==> config.mk <==
export PLATFORM = sky130hd
export DESIGN_NAME = rtc_bus_arbiter_flat
export DESIGN_NICKNAME = d
export VERILOG_FILES = /design/src/rtl/rtc_arb_pkg.sv /design/src/rtl/rtc_bus_arbiter_if.sv /design/src/rtl/rtc_arb_prio_enc.sv /design/src/rtl/rtc_bus_arbiter.sv /design/src/flat_wrapper.sv
export SDC_FILE = /design/constraint.sdc
export NUM_CORES = 1
export LEC_CHECK = 0
export CAP_MARGIN = 20
export CORE_MARGIN = 1.5
export CORE_UTILIZATION = 34
export DETAILED_ROUTE_END_ITERATION = 10
export GPL_ROUTABILITY_DRIVEN = 0
export GPL_TIMING_DRIVEN = 0
export PLACE_DENSITY = 0.76
export SYNTH_ARGS = -nofsm -noshare
export SYNTH_HDL_FRONTEND = slang
export SYNTH_SLANG_ARGS = --single-unit
==> constraint.sdc <==
create_clock -name clk -period 1.6 [get_ports clk]
set_input_delay 0.32 -clock clk [delete_from_list [all_inputs] [get_ports clk]]
set_output_delay 0.32 -clock clk [all_outputs]
set_load 0.02 [all_outputs]
==> src/rtl/rtc_arb_pkg.sv <==
// rtc_arb_pkg: state encoding, requester indices and default widths for the RTC bus arbiter
package rtc_arb_pkg;
  typedef enum logic [1:0] {IDLE, LAUNCH, BUSY, RELEASE} state_t;
  localparam int REQ_INIT    = 0;
  localparam int REQ_WRITE   = 1;
  localparam int REQ_CRONO   = 2;
  localparam int REQ_READ    = 3;
  localparam int NREQ_DEF    = 4;
  localparam int AW_DEF      = 8;
  localparam int DW_DEF      = 8;
  localparam int TIMEOUT_DEF = 128;
endpackage

==> src/rtl/rtc_bus_arbiter_if.sv <==
// rtc_bus_arbiter_if: requester-side and protocol-engine-side signals of the RTC bus arbiter
interface rtc_bus_arbiter_if
  import rtc_arb_pkg::*;
#(
  parameter int NREQ = NREQ_DEF,
  parameter int AW   = AW_DEF,
  parameter int DW   = DW_DEF
);
  logic [NREQ-1:0]    req;
  logic [NREQ*AW-1:0] req_addr;
  logic [NREQ*DW-1:0] req_wdata;
  logic [NREQ-1:0]    req_rnw;
  logic [NREQ-1:0]    gnt;
  logic [NREQ-1:0]    ack;
  logic [DW-1:0]      rdata;
  logic               busy;
  logic               err;
  logic               rtc_start;
  logic [AW-1:0]      rtc_addr;
  logic [DW-1:0]      rtc_wdata;
  logic               rtc_rnw;
  logic               rtc_done;
  logic [DW-1:0]      rtc_rdata;
  modport master (
    output req, req_addr, req_wdata, req_rnw, rtc_done, rtc_rdata,
    input  gnt, ack, rdata, busy, err, rtc_start, rtc_addr, rtc_wdata, rtc_rnw
  );
  modport slave (
    input  req, req_addr, req_wdata, req_rnw, rtc_done, rtc_rdata,
    output gnt, ack, rdata, busy, err, rtc_start, rtc_addr, rtc_wdata, rtc_rnw
  );
endinterface

==> src/rtl/rtc_arb_prio_enc.sv <==
// rtc_arb_prio_enc: fixed-priority encoder, lowest set index wins -> one-hot, index, valid
module rtc_arb_prio_enc #(
  parameter int NREQ = 4,
  parameter int IW   = (NREQ > 1) ? $clog2(NREQ) : 1
) (
  input  logic [NREQ-1:0] i_req,
  output logic [NREQ-1:0] o_onehot,
  output logic [IW-1:0]   o_idx,
  output logic            o_valid
);
  always_comb begin
    o_onehot = '0;
    o_idx    = '0;
    for (int k = NREQ - 1; k >= 0; k--) begin
      if (i_req[k]) begin
        o_onehot    = '0;
        o_onehot[k] = 1'b1;
        o_idx       = IW'(k);
      end
    end
    o_valid = |i_req;
  end
endmodule

==> src/rtl/rtc_bus_arbiter.sv <==
// rtc_bus_arbiter: shares one RTC protocol engine among NREQ requesters, one transaction at a time.
// Optional BUSY-state timeout enabled by defining RTC_ARB_TIMEOUT_EN.
module rtc_bus_arbiter
  import rtc_arb_pkg::*;
#(
  parameter int NREQ    = NREQ_DEF,
  parameter int AW      = AW_DEF,
  parameter int DW      = DW_DEF,
  parameter int TIMEOUT = TIMEOUT_DEF
) (
  input  logic           clk,
  input  logic           reset,
  rtc_bus_arbiter_if.slave bus
);
  localparam int IW = (NREQ > 1) ? $clog2(NREQ) : 1;
  if (TIMEOUT < 2) begin : g_to_chk
    $error("rtc_bus_arbiter: TIMEOUT must be at least 2");
  end
  state_t          r_state, w_next;
  logic [NREQ-1:0] r_sel, w_onehot;
  logic [IW-1:0]   w_idx;
  logic            w_valid, w_active, w_to;
  logic [AW-1:0]   r_addr;
  logic [DW-1:0]   r_wdata, r_rdata;
  logic            r_rnw;
  rtc_arb_prio_enc #(.NREQ(NREQ), .IW(IW)) u_enc (
    .i_req   (bus.req),
    .o_onehot(w_onehot),
    .o_idx   (w_idx),
    .o_valid (w_valid)
  );
  assign w_active = (r_state == LAUNCH) || (r_state == BUSY);
`ifdef RTC_ARB_TIMEOUT_EN
  localparam int CW = $clog2(TIMEOUT);
  logic [CW-1:0] r_cnt;
  logic          r_err;
  assign w_to = (r_state == BUSY) && !bus.rtc_done && (r_cnt == CW'(TIMEOUT - 1));
  always_ff @(posedge clk) begin
    if (reset) begin
      r_cnt <= '0;
      r_err <= 1'b0;
    end else begin
      r_cnt <= (r_state == BUSY) ? r_cnt + 1'b1 : '0;
      r_err <= w_to;
    end
  end
  assign bus.err = (r_state == RELEASE) && r_err;
`else
  assign w_to    = 1'b0;
  assign bus.err = 1'b0;
`endif
  always_comb begin
    w_next = r_state;
    case (r_state)
      IDLE:    w_next = w_valid ? LAUNCH : IDLE;
      LAUNCH:  w_next = BUSY;
      BUSY:    w_next = (bus.rtc_done || w_to) ? RELEASE : BUSY;
      default: w_next = IDLE;
    endcase
  end
  always_ff @(posedge clk) begin
    if (reset) begin
      r_state <= IDLE;
      r_sel   <= '0;
      r_addr  <= '0;
      r_wdata <= '0;
      r_rnw   <= 1'b1;
      r_rdata <= '0;
    end else begin
      r_state <= w_next;
      if (r_state == IDLE && w_valid) begin
        r_sel   <= w_onehot;
        r_addr  <= bus.req_addr[w_idx*AW +: AW];
        r_wdata <= bus.req_wdata[w_idx*DW +: DW];
        r_rnw   <= bus.req_rnw[w_idx];
      end
      if (r_state == BUSY && bus.rtc_done && r_rnw) r_rdata <= bus.rtc_rdata;
    end
  end
  assign bus.gnt       = w_active ? r_sel : '0;
  assign bus.ack       = (r_state == RELEASE) ? r_sel : '0;
  assign bus.busy      = r_state != IDLE;
  assign bus.rtc_start = r_state == LAUNCH;
  assign bus.rtc_addr  = r_addr;
  assign bus.rtc_wdata = w_active ? r_wdata : '0;
  assign bus.rtc_rnw   = w_active ? r_rnw : 1'b1;
  assign bus.rdata     = r_rdata;
endmodule

==> src/flat_wrapper.sv <==
// flat-port wrapper written by rule: the top's interface ports become plain ports
module rtc_bus_arbiter_flat import rtc_arb_pkg::*;
#(
  parameter int NREQ    = NREQ_DEF,
  parameter int AW      = AW_DEF,
  parameter int DW      = DW_DEF,
  parameter int TIMEOUT = TIMEOUT_DEF
)
  (clk, reset, bus_req, bus_req_addr, bus_req_wdata, bus_req_rnw, bus_rtc_done, bus_rtc_rdata, bus_gnt, bus_ack, bus_rdata, bus_busy, bus_err, bus_rtc_start, bus_rtc_addr, bus_rtc_wdata, bus_rtc_rnw);
  rtc_bus_arbiter_if #(.NREQ(NREQ), .AW(AW), .DW(DW)) bus_i ();
  input  logic clk;
  input  logic reset;
  input wire logic [$bits(bus_i.req)-1:0] bus_req;
  input wire logic [$bits(bus_i.req_addr)-1:0] bus_req_addr;
  input wire logic [$bits(bus_i.req_wdata)-1:0] bus_req_wdata;
  input wire logic [$bits(bus_i.req_rnw)-1:0] bus_req_rnw;
  input wire logic [$bits(bus_i.rtc_done)-1:0] bus_rtc_done;
  input wire logic [$bits(bus_i.rtc_rdata)-1:0] bus_rtc_rdata;
  output wire logic [$bits(bus_i.gnt)-1:0] bus_gnt;
  output wire logic [$bits(bus_i.ack)-1:0] bus_ack;
  output wire logic [$bits(bus_i.rdata)-1:0] bus_rdata;
  output wire logic [$bits(bus_i.busy)-1:0] bus_busy;
  output wire logic [$bits(bus_i.err)-1:0] bus_err;
  output wire logic [$bits(bus_i.rtc_start)-1:0] bus_rtc_start;
  output wire logic [$bits(bus_i.rtc_addr)-1:0] bus_rtc_addr;
  output wire logic [$bits(bus_i.rtc_wdata)-1:0] bus_rtc_wdata;
  output wire logic [$bits(bus_i.rtc_rnw)-1:0] bus_rtc_rnw;
  assign bus_i.req = bus_req;
  assign bus_i.req_addr = bus_req_addr;
  assign bus_i.req_wdata = bus_req_wdata;
  assign bus_i.req_rnw = bus_req_rnw;
  assign bus_i.rtc_done = bus_rtc_done;
  assign bus_i.rtc_rdata = bus_rtc_rdata;
  assign bus_gnt = bus_i.gnt;
  assign bus_ack = bus_i.ack;
  assign bus_rdata = bus_i.rdata;
  assign bus_busy = bus_i.busy;
  assign bus_err = bus_i.err;
  assign bus_rtc_start = bus_i.rtc_start;
  assign bus_rtc_addr = bus_i.rtc_addr;
  assign bus_rtc_wdata = bus_i.rtc_wdata;
  assign bus_rtc_rnw = bus_i.rtc_rnw;
  rtc_bus_arbiter #(.NREQ(NREQ), .AW(AW), .DW(DW), .TIMEOUT(TIMEOUT)) u_core (.clk(clk), .reset(reset), .bus(bus_i));
endmodule
==> flow_summary_export.csv <==
group,metric,value,unit
floorplanning,die_h,80.3,um
yosys,ys_seq_area_frac,0.306,
clocking,cts.path.max_buffers,2,
yosys,async_reset_ff_frac,0,
setup_path,cp.arrival,1.39,ns
yosys,ys_ff_latch,31,
global_routing,grt_max_degree,11,
setup_path,startpoint_type,"register",
layout,n_antenna_cell,0,
yosys,synth_edf_count,0,
clocking,clockRootBuffer,"clkbuf_8",
clocking,cts_tree,"done",
routing,drc_errors,0,
yosys,syn_area_per_cell,8.35,um2
sta,fin_ws,-0.115,ns
clocking,cts_buffers,5,
global_routing,gr-total-overflow,0,
floorplanning,io_pins,119,
setup_path,cpPeakStageDelay,0.35,ns
clocking,h-tree-depth,2,
layout,layout.nets,461,
yosys,synth.distinct_cells,34,
global_routing,first_global_vias,2268,
floorplanning,die_x,80.3,um
job,drv_cap,0,
sta,slew_violations,0,
floorplanning,core-area,5640,um2
placed_design,dp_hpwl,5100,um
setup_path,worstSetupEndpointType,"output port",
sta,min_period,1.71,ns
sta,finalCritPeriodShare,1.07,
setup_path,cp.required,1.28,ns
yosys,synthCells,243,
placed_design,placed_cells,432,
routing,drt-total-wl,7610,um
routing,drt_iter0_markers,126,
hold_path,hold_class,"register to register",
sta,hold_ws,0.487,ns
sta,fin_worst_skew,0.00596,ns
yosys,synth_top_area_frac,0.306,
global_routing,grt_first_pass_wirelength,11100,um
pwr,leakagePower,1.62,nW
global_routing,antenna_found_initial,0,
routing,routedWlPerCell,17.1,um
clocking,cts_sinks,31,
routing,final_antenna_net_count,0,
clocking,clkTransAtPathRegs,0.07,ns
pwr,power_density,1100,nW/um2
yosys,yosys.area.top_type,"dfxtp_1",
layout,fin_cells,446,
floorplanning,start_util,0.360,
setup_path,cp_max_fo,6,
status,violations,"negative setup slack",
sta,fmax,583,MHz
placed_design,port_buffers,117,
sta,rsz0062_at_grt,"true",
routing,vias_per_cell,5.28,
yosys,yosysMostFrequentCell,"a21oi_1",
layout,drive_gt1_frac,0.305,
yosys,synth_nets,331,
global_routing,grt_usage,0.224,
routing,vias,2357,
setup_path,path_class,"register to output port",
routing,first_pass_iters,4,
yosys,ys_warn_count,0,
yosys,synth_area,2030,um2
yosys,ys_top_cells_by_area,"dfxtp_1 31%, a21oi_1 8.1%, o41ai_2 7.2%",
floorplanning,rows,27,
setup_path,slowest_stage,"dfxtp_2",
pwr,peakVddDrop,0.672,mV
status,outcome,"finished, violations left",
sta,finalSetupViolCount,13,
sta,setup_tns,-1.14,ns
sta,finalHoldViolCount,0,
yosys,synth_ff_type,"dfxtp_1",
clocking,clk_latency,0.29,ns
yosys,netlist_top_cells_count,"33 x a21oi_1, 31 x dfxtp_1, 26 x nor2_1",
floorplanning,dieArea,6440,um2
setup_path,crit_chain,"inv_2 > ha_4 > buf_8 > and2_4 > buf_6",
layout,area.growth.synth_to_final,86.0,%
## registers in the layout, summed over array words and instances (netlist names)
signal and count:
u_core.r_sel 4, u_core.r_wdata 8, u_core.r_state 2, u_core.bus.rtc_addr 8, u_core.r_rnw 1, u_core.bus.rdata 8
## worst max-delay path, delay by kind of cell (launching register included)
kind          cells  cell delay, ns
flops             1            0.35
fa+ha+maj         1            0.32
buf+inv           3            0.30
simple gates      1            0.13
## report_power, final
part | switching, mW | internal (mW) | total [mW]
registers | 0.114 | 0.965 | 1.08
clock network | 0.333 | 0.504 | 0.837
logic | 1.05 | 1.20 | 2.24
total | 1.49 | 2.67 | 4.16
## cell families (layout without fill, tap and decap cells)
group | count (synthesis) | count (layout) | synth area share
flops | 31 | 31 | 0.306
fa+ha+maj | 5 | 5 | 0.0308
mux | 8 | 8 | 0.0395
buf+inv | 28 | 159 | 0.0654
simple gates | 109 | 109 | 0.329
compound gates | 61 | 61 | 0.228
other cells | 1 | 1 | 0.00185
## metrics by stage
| step | setup slack [ns] | cell area [um2] | util | power [mW] |
|---|---|---|---|---|
| final | -0.115 | 3770 | 0.669 | 4.16 |
| after global routing | -0.167 | 3770 | 0.669 | 4.37 |
| after CTS | -0.134 | 3610 | 0.640 | 3.98 |
| after detailed placement | -0.723 | 3290 | 0.584 | 2.80 |
| after global placement | -0.679 | 3290 | 0.584 | 2.78 |
| after floorplan | 0.0251 | 2030 | - | 2.02 |
## final timing paths
path	from	endpoint	slack, ns	cells after the start
setup / recovery	u_core.r_state[1]	bus_rtc_wdata[2]	-0.11	5
hold reg to reg	u_core.bus.rtc_addr[0]	u_core.bus.rtc_addr[0]	0.49	2
setup reg to reg	u_core.r_state[0]	u_core.r_wdata[3]	0	7
hold / removal	u_core.bus.rtc_addr[0]	u_core.bus.rtc_addr[0]	0.49	2
## layout make-up
type | count | area (um2)
Multi-Input combinational cell | 184 | 1460
Sequential cell | 31 | 623
Clock inverter | 2 | 35.0
Buffer | 21 | 186
Timing Repair Buffer | 125 | 1270
Clock buffer | 6 | 82.6
Tap cell | 72 | 90.1
Fill cell | 450 | 1870
Inverter | 5 | 22.5
## what timing repair did
item	in CTS	in global routing
gates resized for setup	153	32
pin swaps	11	12
cloned	1	1
setup endpoints to repair	39	42
hold buffers	0	0
buffers inserted	3	3
endpoints found under the hold margin	0	0
## layout by cell type (no fill, tap or decap), types with 3 or more instances in the layout
master | netlist | final
clkdlybuf4s50_1 | 0 | 88
dfxtp_1 | 31 | 29
nor2_1 | 26 | 26
a21oi_1 | 33 | 20
nand3b_1 | 18 | 18
nand2b_1 | 17 | 16
buf_6 | 1 | 16
or3b_2 | 16 | 16
buf_4 | 2 | 13
a21oi_2 | 0 | 13
and2_4 | 0 | 10
mux2i_1 | 8 | 8
clkbuf_8 | 0 | 7
dlymetal6s2s_1 | 0 | 7
and2_1 | 16 | 6
o41ai_4 | 0 | 6
o41ai_2 | 9 | 5
o41ai_1 | 7 | 5
nand2_1 | 4 | 4
buf_2 | 10 | 4
clkbuf_1 | 10 | 3
clkbuf_2 | 0 | 3
o31ai_1 | 3 | 3
ha_1 | 5 | 3
## layer usage
layer | global-route usage | vias up | routed length [um]
met5 | 0 | - | 0
met4 | 0.0500 | 0 | 65
met3 | 0.0648 | 9 | 574
met2 | 0.376 | 108 | 3770
met1 | 0.283 | 1118 | 3200
li1 | - | 1122 | -
Note: power is estimated with default switching activity, not from simulation.
